$ cat src/rtl/booth_mult_ctrl.sv
// Radix-2 Booth sequential multiplier sequencing controller.
// Optional macro BOOTH_SKIP_EN: no-op decisions bypass the ADD state.

typedef struct packed {
   logic load_A;
   logic load_B;
   logic load_add;
   logic shift_HQ_LQ_Q_1;
   logic add_sub;
} mult_control_t;

module booth_mult_ctrl #(
   parameter int unsigned N = 8
) (
   input  logic                     clk,
   input  logic                     rst,
   input  logic                     start,
   input  logic                     abort,
   input  logic [1:0]               Q_LSB,
   output mult_control_t            mult_control,
   output logic                     ready,
   output logic                     busy,
   output logic                     done,
   output logic [$clog2(N+1)-1:0]   iter
);

   localparam int unsigned IW = $clog2(N + 1);

   typedef enum logic [2:0] {
      StIdle,
      StLoad,
      StEval,
      StAdd,
      StShift,
      StDone
   } state_e;

   state_e        state_q, state_d;
   mult_control_t ctrl_d;
   logic          ready_d;
   logic          done_d;
   logic [IW-1:0] iter_d;
   logic          do_op;

   assign do_op = (Q_LSB == 2'b01) || (Q_LSB == 2'b10);
   assign busy  = ~ready;

   always_comb begin
      state_d = state_q;
      case (state_q)
         StIdle:  if (start) state_d = StLoad;
         StLoad:  state_d = StEval;
`ifdef BOOTH_SKIP_EN
         StEval:  state_d = do_op ? StAdd : StShift;
`else
         StEval:  state_d = StAdd;
`endif
         StAdd:   state_d = StShift;
         StShift: state_d = (iter == IW'(1)) ? StDone : StEval;
         StDone:  state_d = StIdle;
         default: state_d = StIdle;
      endcase
      if (abort && (state_q != StIdle)) state_d = StIdle;
   end

   // Strobes are registered from the next state so each one lines up with its state cycle.
   // StAdd is only entered from StEval, so Q_LSB here is the EVAL-cycle decision.
   always_comb begin
      ctrl_d                 = '0;
      ctrl_d.load_A          = (state_d == StLoad);
      ctrl_d.load_B          = (state_d == StLoad);
      ctrl_d.load_add        = (state_d == StAdd) && do_op;
      ctrl_d.add_sub         = (state_d == StAdd) && (Q_LSB == 2'b10);
      ctrl_d.shift_HQ_LQ_Q_1 = (state_d == StShift);
      ready_d                = (state_d == StIdle);
      done_d                 = (state_d == StDone);
      iter_d                 = iter;
      if (state_d == StLoad) begin
         iter_d = IW'(N);
      end else if ((state_q == StShift) && (state_d != StIdle)) begin
         iter_d = iter - IW'(1);
      end
   end

   always_ff @(posedge clk or negedge rst) begin
      if (!rst) begin
         state_q      <= StIdle;
         mult_control <= '0;
         ready        <= 1'b1;
         done         <= 1'b0;
         iter         <= '0;
      end else begin
         state_q      <= state_d;
         mult_control <= ctrl_d;
         ready        <= ready_d;
         done         <= done_d;
         iter         <= iter_d;
      end
   end

endmodule

$ cat config.mk
export PLATFORM = sky130hd
export DESIGN_NAME = booth_mult_ctrl
export DESIGN_NICKNAME = d
export VERILOG_FILES = /design/src/rtl/booth_mult_ctrl.sv
export SDC_FILE = /design/constraint.sdc
export NUM_CORES = 1
export LEC_CHECK = 0
export CORE_MARGIN = 8
export CORE_UTILIZATION = 32
export CTS_CLUSTER_DIAMETER = 100
export DETAILED_ROUTE_END_ITERATION = 10
export GPL_TIMING_DRIVEN = 0
export PLACE_DENSITY = 0.69
export SLEW_MARGIN = 30
export SYNTH_ARGS = -nofsm -noshare
export SYNTH_HDL_FRONTEND = slang
export SYNTH_SLANG_ARGS = --single-unit
$ cat constraint.sdc
create_clock -name clk -period 4.5 [get_ports clk]
set_clock_uncertainty 0.05 [all_clocks]
set_input_delay 0.9 -clock clk [delete_from_list [all_inputs] [get_ports clk]]
set_output_delay 0.9 -clock clk [all_outputs]
set_load 0.005 [all_outputs]
==> impl_metrics.py <==
metrics = {
    "outcome": {
        "run_status": "finished, final reports clean",
    },
    "finish": {
        "mostFrequentLayoutCells": "clkdlybuf4s50_1 (16), dfrtp_1 (12), nor2_1 (8)",
        "seq_area_um2": 327,
        "drive_gt1_frac": 0.128,
        "instances_no_fill": 105,
        "multi_input_area_um2": 273,
        "fill_cells": 204,
        "num_antenna_cells": 0,
        "final_common_cell": "clkdlybuf4s50_1",
        "syn2layout_area_growth_pct": 34.2,
        "nNetsFinal": 88,
    },
    "yosys": {
        "synth_largest_area_cell": "dfrtp_1",
        "synth-seq-cells": 13,
        "synth_top_family_by_area": "simple AND/OR/NAND/NOR gates",
        "synth_area_leaders": "dfrtp_1 (46%), ha_1 (5.8%), nor2_1 (4.6%)",
        "ys_warn_count": 0,
        "syn_inst": 58,
        "netlist.area_leader.share": 0.463,
        "synth_nets": 67,
        "yosysSeqAreaShare": 0.504,
        "synth-xor-area-share": 0.0270,
        "syn_area_per_cell_um2": 11.2,
        "yosys.cell_types.count": 28,
        "synthMuxAreaShare": 0.0154,
        "synth_area_um2": 648,
        "synth_fa_ha_area_frac": 0.0579,
        "synth_compound_area_frac": 0.0927,
        "synth_simple_gate_area_frac": 0.228,
    },
    "worst_setup_path": {
        "r2r-end": "state_q[0]$_DFF_PN0_",
        "worstPathRequired_ns": 3.55,
        "start_kind": "flip-flop",
        "regToRegSetupSlack_ns": 2.85,
        "rr_worst_depth": 5,
        "path_class": "reg -> out",
        "critPathCaptureType": "output pin",
        "path_delay_family": "flip-flops",
        "slowest_delay_ns": 0.53,
        "slowest_stage": "dfstp_2",
        "critPathBufInv": 1,
        "worstPathMaxFanout": 2,
        "crit-reg2reg-launch": "iter[1]$_DFFE_PN0P_",
        "crit_chain": "clkdlybuf4s50_1",
        "crit_end": "ready",
        "path_depth": 1,
        "worstPathArrival_ns": 1.31,
        "cp-startpoint": "ready$_DFF_PN1_",
    },
    "min_path": {
        "hold_path_class": "reg -> reg",
        "min_path_cells": 1,
    },
    "die": {
        "initial_core_util": 0.334,
        "die_width_um": 61.0,
        "fp-row-count": 16,
        "die_h_um": 61.0,
        "ios": 18,
        "die_area_um2": 3720,
        "core_um2": 1940,
    },
    "route": {
        "finalWirelength_um": 1220,
        "vias_per_cell": 4.49,
        "drc_errors": 0,
        "wl_per_cell_um": 11.6,
        "detail-route-antenna-nets": 0,
        "vias": 471,
        "drt-initial-drc-count": 1,
        "drt_first_pass_iters": 2,
    },
    "sta": {
        "fmax_ghz": 0.443,
        "rsz0062_at_grt": "false",
        "fin_crit_ns": 2.26,
        "hold_violations": 0,
        "final_max_slew_viol_count": 0,
        "setup_viol": 0,
        "fin_setup_tns_ns": 0,
        "worst_pin_slew_ns": 0.583,
        "slew_headroom": 0.610,
        "min_period_over_period": 0.502,
    },
    "global_routing": {
        "grt_overflow_total": 0,
        "grt_pass1_vias": 448,
        "antenna_found_initial": 0,
        "grtUsageTotal": 0.0759,
        "grt_max_degree": 14,
        "grt_first_pass_wirelength_um": 1990,
    },
    "clock_network": {
        "cts_resized": 0,
        "cts_tree": "yes",
        "clk_pin_slew_worst_paths_ns": 0.08,
        "clockBufferDepth": 2,
        "cts.sinks": 13,
        "clockRootBuffer": "clkbuf_4",
        "hold_buffers": 0,
        "numCtsBuffers": 3,
        "cts_max_level": 1,
        "post_cts_buffers": 0,
        "insertion_delay_ns": 0.28,
    },
    "power": {
        "p_total_mw": 0.409,
        "power.leakage_nw": 0.375,
        "vdd_drop_max_uv": 234,
        "power.density_nw_per_um2": 470,
    },
    "placement": {
        "hpwl_um": 908,
        "port_buffers": 16,
        "globalplace.congestion": 0.729,
        "place_inst": 101,
    },
    "flow_run": {
        "max_cap_viol_count": 0,
    },
}
-- registers in the layout, summed over array words and instances, names as in the netlist --
register,flops
done,1
iter,4
mult_control,4
ready,1
state_q,3
-- layer usage --
layer | global-route usage | wire length (µm)
met4 | 0.0897 | 56
met5 | 0 | 0
met1 | 0.0805 | 561
met3 | 0.0169 | 88
met2 | 0.113 | 514
-- power breakdown --
group          leakage, nW  switching (mW)  total [mW]  internal, mW
Clock               0.0177          0.0400      0.0730        0.0330
Sequential           0.169          0.0158       0.162         0.146
Combinational        0.188          0.0737       0.174         0.101
Total                0.375           0.130       0.409         0.280
-- per-stage QoR --
step / cell area [µm²] / setup WS (ns) / util / hold WS, ns
after global routing: 870 / 2.20 / 0.448 / 0.504
after CTS: 870 / 2.22 / 0.448 / 0.467
after global placement: 842 / 2.19 / 0.434 / 0.441
final: 870 / 2.24 / 0.448 / 0.464
after detailed placement: 842 / 2.16 / 0.434 / 0.456
after floorplan: 648 / 2.57 / - / 0.441
-- synth_stat cells --
cell type,instances
dfstp_2,1
ha_1,3
or3b_1,2
dfrtp_1,12
nor3_1,2
mux2i_1,1
buf_4,2
and3_1,1
clkbuf_1,1
a31o_1,1
nor4b_4,1
nand2b_1,1
nor4b_2,1
o32a_1,1
a21oi_1,2
o21a_1,1
nor2_1,8
and3b_1,1
a211oi_1,2
nand2_1,1
and2_1,1
buf_6,1
xnor2_1,2
nand4_1,1
nor2b_1,1
inv_1,5
a211o_1,1
nor3b_1,1
-- worst min-delay path by stage --
stage	startpoint	to
final	iter[3]$_DFFE_PN0P_	iter[3]$_DFFE_PN0P_
after global routing	iter[3]$_DFFE_PN0P_	iter[3]$_DFFE_PN0P_
after CTS	iter[3]$_DFFE_PN0P_	iter[3]$_DFFE_PN0P_
after detailed placement	iter[3]$_DFFE_PN0P_	iter[3]$_DFFE_PN0P_
after global placement	iter[3]$_DFFE_PN0P_	iter[3]$_DFFE_PN0P_
after floorplan	iter[3]$_DFFE_PN0P_	iter[3]$_DFFE_PN0P_
-- logic make-up after synthesis --
| family | Yosys count |
|---|---|
| AOI/OAI and AO/OA | 8 |
| xor gates and xnor gates | 2 |
| adders and majority gates | 3 |
| buffers and inverters | 9 |
| DFF | 13 |
| muxes | 1 |
| and+or+nand+nor | 22 |
-- area by class of cell --
class	count	area share
tap	27	0.0388
buffer	4	0.0345
clock inverter	1	0.00576
clock buffer	3	0.0259
inverter	5	0.0216
multi-input combinational	36	0.314
sequential	13	0.376
timing repair buffer	16	0.184
Note: power is estimated with default switching activity, not from simulation.
